**src/rtl/dr4_tx_if.sv**
```systemverilog
// dr4_tx_if: producer valid/ready bundle plus dual-rail channel to the receiver.
// master drives the word and the acknowledge; slave is the transmitter.
interface dr4_tx_if #(
  parameter int WIDTH = 8
);
  logic             in_valid;
  logic             in_ready;
  logic [WIDTH-1:0] in_data;
  logic [WIDTH-1:0] out_t;
  logic [WIDTH-1:0] out_f;
  logic             out_ack;

  modport master (
    output in_valid,
    output in_data,
    output out_ack,
    input  in_ready,
    input  out_t,
    input  out_f
  );

  modport slave (
    input  in_valid,
    input  in_data,
    input  out_ack,
    output in_ready,
    output out_t,
    output out_f
  );
endinterface

```
**src/rtl/dr4_tx.sv**
```systemverilog
// dr4_tx: clocked initiator for a four-phase RTZ dual-rail latch channel.
// Define DR4_TX_TIMEOUT_EN to build the sticky acknowledge-timeout monitor.
module dr4_tx #(
  parameter int WIDTH          = 8,
  parameter int SYNC_STAGES    = 2,
  parameter int TIMEOUT_CYCLES = 255
) (
  input  logic    clk,
  input  logic    rst_n,
  dr4_tx_if.slave bus,
  output logic    busy,
  output logic    timeout_err
);

  typedef enum logic [1:0] {
    IDLE,
    WAIT_HI,
    WAIT_LO
  } state_t;

  state_t                 state_q, state_d;
  logic [SYNC_STAGES-1:0] sync_q;
  logic                   ack_s;
  logic [WIDTH-1:0]       t_q, t_d;
  logic [WIDTH-1:0]       f_q, f_d;
  logic                   accept;

  always_ff @(posedge clk or negedge rst_n) begin
    if (!rst_n) begin
      sync_q <= '0;
    end else begin
      sync_q <= {sync_q[SYNC_STAGES-2:0], bus.out_ack};
    end
  end

  assign ack_s = sync_q[SYNC_STAGES-1];

  // Ready is held low through reset so no word is taken while rails are forced.
  assign bus.in_ready = rst_n && (state_q == IDLE) && !ack_s;
  assign accept       = bus.in_valid && bus.in_ready;

  always_comb begin
    state_d = state_q;
    t_d     = t_q;
    f_d     = f_q;
    unique case (state_q)
      IDLE: begin
        if (accept) begin
          t_d     = bus.in_data;
          f_d     = ~bus.in_data;
          state_d = WAIT_HI;
        end
      end
      WAIT_HI: begin
        if (ack_s) begin
          t_d     = '0;
          f_d     = '0;
          state_d = WAIT_LO;
        end
      end
      WAIT_LO: begin
        if (!ack_s) begin
          state_d = IDLE;
        end
      end
      default: begin
        t_d     = '0;
        f_d     = '0;
        state_d = IDLE;
      end
    endcase
  end

  always_ff @(posedge clk or negedge rst_n) begin
    if (!rst_n) begin
      state_q <= IDLE;
      t_q     <= '0;
      f_q     <= '0;
    end else begin
      state_q <= state_d;
      t_q     <= t_d;
      f_q     <= f_d;
    end
  end

  assign bus.out_t = t_q;
  assign bus.out_f = f_q;
  assign busy      = (state_q != IDLE);

`ifdef DR4_TX_TIMEOUT_EN
  localparam int CW = $clog2(TIMEOUT_CYCLES + 1);
  localparam logic [CW-1:0] LIMIT = CW'(TIMEOUT_CYCLES);

  logic [CW-1:0] cnt_q, cnt_d;
  logic          err_q;

  // Counter saturates; the FSM keeps waiting after the flag is raised.
  always_comb begin
    cnt_d = cnt_q;
    if (state_d != state_q) begin
      cnt_d = '0;
    end else if (state_q != IDLE && cnt_q != LIMIT) begin
      cnt_d = cnt_q + CW'(1);
    end
  end

  always_ff @(posedge clk or negedge rst_n) begin
    if (!rst_n) begin
      cnt_q <= '0;
      err_q <= 1'b0;
    end else begin
      cnt_q <= cnt_d;
      err_q <= err_q | (cnt_d == LIMIT);
    end
  end

  assign timeout_err = err_q;
`else
  assign timeout_err = 1'b0;
`endif

endmodule
```
**src/flat_wrapper.sv**
```systemverilog
// flat-port wrapper written by rule: the top's interface ports become plain ports
module dr4_tx_flat 
#(
  parameter int WIDTH          = 8,
  parameter int SYNC_STAGES    = 2,
  parameter int TIMEOUT_CYCLES = 255
)
  (clk, rst_n, busy, timeout_err, bus_in_valid, bus_in_data, bus_out_ack, bus_in_ready, bus_out_t, bus_out_f);
  dr4_tx_if #(.WIDTH(WIDTH)) bus_i ();
  input  logic clk;
  input  logic rst_n;
  output logic busy;
  output logic timeout_err;
  input wire logic [$bits(bus_i.in_valid)-1:0] bus_in_valid;
  input wire logic [$bits(bus_i.in_data)-1:0] bus_in_data;
  input wire logic [$bits(bus_i.out_ack)-1:0] bus_out_ack;
  output wire logic [$bits(bus_i.in_ready)-1:0] bus_in_ready;
  output wire logic [$bits(bus_i.out_t)-1:0] bus_out_t;
  output wire logic [$bits(bus_i.out_f)-1:0] bus_out_f;
  assign bus_i.in_valid = bus_in_valid;
  assign bus_i.in_data = bus_in_data;
  assign bus_i.out_ack = bus_out_ack;
  assign bus_in_ready = bus_i.in_ready;
  assign bus_out_t = bus_i.out_t;
  assign bus_out_f = bus_i.out_f;
  dr4_tx #(.WIDTH(WIDTH), .SYNC_STAGES(SYNC_STAGES), .TIMEOUT_CYCLES(TIMEOUT_CYCLES)) u_core (.clk(clk), .rst_n(rst_n), .bus(bus_i), .busy(busy), .timeout_err(timeout_err));
endmodule
```
**config.mk**
```make
export PLATFORM = sky130hd
export DESIGN_NAME = dr4_tx_flat
export DESIGN_NICKNAME = d
export VERILOG_FILES = /design/src/rtl/dr4_tx_if.sv /design/src/rtl/dr4_tx.sv /design/src/flat_wrapper.sv
export SDC_FILE = /design/constraint.sdc
export NUM_CORES = 1
export LEC_CHECK = 0
export ABC_AREA = 0
export BUFFER_PORTS_ARGS = -buffer_cell sky130_fd_sc_hd__buf_4
export CAP_MARGIN = 20
export CORE_AREA = 5 5 48 50
export CTS_CLUSTER_DIAMETER = 80
export DETAILED_ROUTE_END_ITERATION = 8
export DIE_AREA = 0 0 53 55
export PLACE_DENSITY_LB_ADDON = 0.2
export SETUP_SLACK_MARGIN = 0.2
export SYNTH_ARGS = -nofsm -noshare
export SYNTH_HDL_FRONTEND = slang
export SYNTH_SLANG_ARGS = --single-unit
```
**constraint.sdc**
```tcl
create_clock -name clk -period 2.4 [get_ports clk]
set_clock_uncertainty 0.05 [all_clocks]
set_input_delay 0.48 -clock clk [delete_from_list [all_inputs] [get_ports clk]]
set_output_delay 0.48 -clock clk [all_outputs]
set_load 0.01 [all_outputs]
```
==> metrics.txt <==
# TYPE chip_impl_metric gauge
chip_impl_info{name="run_status",value="complete, no violations"} 1
chip_impl_info{name="critical_path.top_delay_family",value="flip-flops"} 1
chip_impl_metric{name="synth.yosys.warnings",unit=""} 0
chip_impl_metric{name="synthArstFlopShare",unit="%"} 100
chip_impl_metric{name="top_cell_type_s_share_of_synthesized_area",unit="%"} 58.8
chip_impl_metric{name="finalCriticalPeriod",unit="ns"} 1.84
chip_impl_metric{name="route.layer.met1.wl",unit="µm"} 718
chip_impl_metric{name="initial_utilization",unit="%"} 45.7
chip_impl_info{name="min_from",value="bus_out_ack"} 1
chip_impl_info{name="worst_hold_path_type",value="in2reg"} 1
chip_impl_info{name="top_routing_layer_used",value="met4"} 1
chip_impl_info{name="timing.critical_path.from",value="u_core.state_q[0]$_DFFE_PN0P_"} 1
chip_impl_metric{name="detailroute.via_count",unit=""} 599
chip_impl_metric{name="routed_wirelength",unit="mm"} 1.54
chip_impl_metric{name="floorplan.rows",unit=""} 16
chip_impl_metric{name="worst_ep_arrival_time",unit="ns"} 1.31
chip_impl_metric{name="drt_pass1_iterations",unit=""} 4
chip_impl_metric{name="maxClockFrequency",unit="GHz"} 0.543
chip_impl_metric{name="synth_edf_count",unit=""} 0
chip_impl_metric{name="routabilityCongestion",unit=""} 0.603
chip_impl_metric{name="die_y",unit="µm"} 55
chip_impl_metric{name="synth_seq_cells",unit=""} 20
chip_impl_metric{name="r2r_slack",unit="ns"} 0.81
chip_impl_metric{name="drcViolationCount",unit=""} 0
chip_impl_metric{name="io_count",unit=""} 31
chip_impl_metric{name="nets_finish",unit=""} 118
chip_impl_metric{name="number_of_nets_with_antenna_violations_after_detailed_routing",unit=""} 0
chip_impl_metric{name="max-clock-path-buffers",unit=""} 2
chip_impl_info{name="crit_path_end_kind",value="primary output"} 1
chip_impl_metric{name="antenna_found_initial",unit=""} 0
chip_impl_info{name="r2r-start",value="u_core.state_q[1]$_DFFE_PN0P_"} 1
chip_impl_metric{name="clkTransAtPathRegs",unit="ns"} 0.11
chip_impl_metric{name="critical_path_buffer_and_inverter_count",unit=""} 1
chip_impl_metric{name="floorplan.die.width",unit="µm"} 53
chip_impl_metric{name="port_buffers",unit=""} 29
chip_impl_metric{name="drt_first_iter_violations",unit=""} 3
chip_impl_info{name="most_frequent_cells_after_synthesis",value="20 x dfrtp_1, 18 x nand2_1, 16 x mux2i_1"} 1
chip_impl_metric{name="numCtsBuffers",unit=""} 3
chip_impl_metric{name="max_slew_margin",unit="%"} 42.1
chip_impl_info{name="worstSetupStartpointType",value="flop"} 1
chip_impl_info{name="synth_ff_type",value="dfrtp_1"} 1
chip_impl_metric{name="worstSkewPairLatency",unit="ns"} 0.29
chip_impl_metric{name="place.detailed.hpwl",unit="mm"} 1.14
chip_impl_metric{name="worstSetupPathDepth",unit=""} 2
chip_impl_metric{name="h_tree_depth_reported_by_cts",unit=""} 1
chip_impl_metric{name="pre_cts_setup_slack",unit="ns"} 0.614
chip_impl_metric{name="power.ir.vdd_worst",unit="µV"} 517
chip_impl_metric{name="min_delay_path_depth",unit=""} 1
chip_impl_metric{name="cap_violations",unit=""} 0
chip_impl_metric{name="post_route_cells_drive_above_1_share",unit="%"} 35.2
chip_impl_metric{name="synthesis.area",unit="µm²"} 851
chip_impl_metric{name="fin_crit_share",unit="%"} 76.7
chip_impl_metric{name="num-fill-cells",unit=""} 170
chip_impl_metric{name="detailroute.wirelength.met3",unit="µm"} 87
chip_impl_metric{name="unique_masters_post_synth",unit=""} 15
chip_impl_metric{name="placed_cells_incl_taps",unit=""} 127
chip_impl_metric{name="worstPathMaxFanout",unit=""} 5
chip_impl_metric{name="pwr_density_cell",unit="nW/µm²"} 895
chip_impl_info{name="crit_chain",value="nor4b_4 -> buf_4"} 1
chip_impl_metric{name="report.final.slew_viol_count",unit=""} 0
chip_impl_metric{name="diodes",unit=""} 0
chip_impl_metric{name="power.leakage",unit="nW"} 0.713
chip_impl_info{name="slowest_stage",value="dfrtp_1"} 1
chip_impl_metric{name="rr_worst_depth",unit=""} 4
chip_impl_metric{name="grt_remaining_overflow",unit=""} 0
chip_impl_metric{name="area.growth.synth_to_final",unit="%"} 35.0
chip_impl_metric{name="maximum_number_of_pins_on_one_net_before_global_route_repair",unit=""} 21
chip_impl_metric{name="synth_fp_nets",unit=""} 85
chip_impl_metric{name="avgViaCountPerCell",unit=""} 4.54
chip_impl_metric{name="critical_path.max_stage_delay",unit="ns"} 0.46
chip_impl_metric{name="grt_pass1_vias",unit=""} 577
chip_impl_metric{name="seq_area",unit="µm²"} 500
chip_impl_metric{name="worst-slew-pin-transition",unit="ns"} 0.866
chip_impl_metric{name="wl_met2",unit="µm"} 725
chip_impl_metric{name="routed_wire_per_std_cell",unit="µm"} 11.7
chip_impl_metric{name="die_outline_area",unit="µm²"} 2920
chip_impl_metric{name="tritoncts_num_sinks",unit=""} 20
chip_impl_info{name="setup.worst_path.class",value="reg2out"} 1
chip_impl_metric{name="layout.cells.non_filler",unit=""} 132
chip_impl_info{name="synth.top_cells.by_area",value="dfrtp_1 59%, mux2i_1 19%, nand2_1 7.9%"} 1
chip_impl_metric{name="layout.core_utilization",unit="%"} 61.7
chip_impl_metric{name="core_outline_area",unit="µm²"} 1860
chip_impl_info{name="clockRootBuffer",value="clkbuf_4"} 1
chip_impl_metric{name="multiInputGateArea",unit="µm²"} 297
chip_impl_metric{name="hold_viol_final",unit=""} 0
chip_impl_info{name="synthMostInstantiatedCell",value="dfrtp_1"} 1
chip_impl_metric{name="finalSetupTns",unit="ns"} 0
chip_impl_metric{name="postSynthAreaPerCell",unit="µm²"} 11.7
chip_impl_metric{name="worstPathRequired",unit="ns"} 1.87
chip_impl_metric{name="share_of_synthesized_area_occupied_by_flip_flops_and_latches",unit="%"} 58.8
chip_impl_metric{name="globalRouteTotalUtil",unit="%"} 11.9
chip_impl_info{name="cts_tree",value="built"} 1
chip_impl_metric{name="setup_slack",unit="ns"} 0.559
chip_impl_metric{name="global_route_wire_length_before_repair",unit="mm"} 2.43
chip_impl_metric{name="setup_viol",unit=""} 0
chip_impl_metric{name="post_synth_inst_count",unit=""} 73
chip_impl_info{name="grt_setup_unrepaired",value="false"} 1
chip_impl_info{name="synth_largest_area_cell",value="dfrtp_1"} 1
[area by class of cell]
class	count	share of cell area [%]
sequential	20	43.6
multi-input combinational	42	25.8
timing repair buffer	31	20.5
tap	27	2.94
clock inverter	1	2.61
inverter	8	2.61
clock buffer	3	1.96
[report_power, final]
| part | leakage [nW] | internal, mW | switching [mW] |
|---|---|---|---|
| clock | 0.0279 | 0.169 | 0.100 |
| sequential | 0.255 | 0.416 | 0.0477 |
| combinational | 0.431 | 0.161 | 0.134 |
[placed cells by master, fill, tap and decap left out]
cell type,n
mux2i_1,16
nor2_1,1
conb_1,1
xor2_1,1
nand2_1,18
buf_4,30
or2_2,1
bufinv_16,1
o21ai_1,1
clkbuf_4,3
dfrtp_1,20
inv_1,8
nor4b_4,1
and2_1,1
nand2_4,1
dlygate4sd3_1,1
[cells by family (layout without fill, tap and decap cells)]
| family | Yosys count | after routing | synth area share (%) |
|---|---|---|---|
| AND/OR/NAND/NOR | 23 | 23 | 14.0 |
| flip-flops | 20 | 20 | 58.8 |
| multiplexers | 16 | 16 | 18.8 |
| buffers and inverters | 11 | 43 | 6.32 |
| other | 1 | 1 | 0.441 |
| AO/OA/AOI/OAI | 1 | 1 | 0.588 |
| XOR/XNOR | 1 | 1 | 1.03 |
[state kept, by name, indices dropped and copies added, names as in the netlist]
name and cells:
u_core.bus.out_f 8, u_core.state_q 2, u_core.bus.out_t 8, u_core.sync_q 2
[metrics by stage]
stage | cell area (µm²) | hold slack (ns) | power (mW)
global placement | 1090 | 0.283 | 0.763
finish | 1150 | 0.234 | 1.03
detailed placement | 1090 | 0.290 | 0.773
global route | 1150 | 0.212 | 1.09
CTS | 1150 | 0.226 | 1.04
floorplan | 851 | 0.134 | 0.605
[path summary, 6_finish.rpt]
path,end
max reg2reg,u_core.bus.out_t[2]$_DFFE_PN0P_
min in group asynchronous,u_core.state_q[1]$_DFFE_PN0P_
min reg2reg,u_core.sync_q[1]$_DFF_PN0_
max in group asynchronous,u_core.bus.out_f[2]$_DFFE_PN0P_
max,bus_in_ready
min,u_core.sync_q[0]$_DFF_PN0_
[worst reg2reg max path, cell delays in order (launching register included)]
cell     delay (ns)
dfrtp_1        0.46
o21ai_1        0.54
buf_4          0.28
nand2_1        0.06
mux2i_1        0.13
[per-layer routing]
layer / track usage, % / vias up
met3: 3.49 / 2
met4: 7.66 / 0
met2: 19.0 / 20
li1: - / 295
met1: 14.2 / 282
met5: 0 / -
[timing repair]
action                                 4_1_cts  5_1_grt
hold buffers                                 1        0
gates resized for setup                      0        0
endpoints found under the hold margin       20        0
setup buffers                                0        0
(Power assumes the default switching activity.)
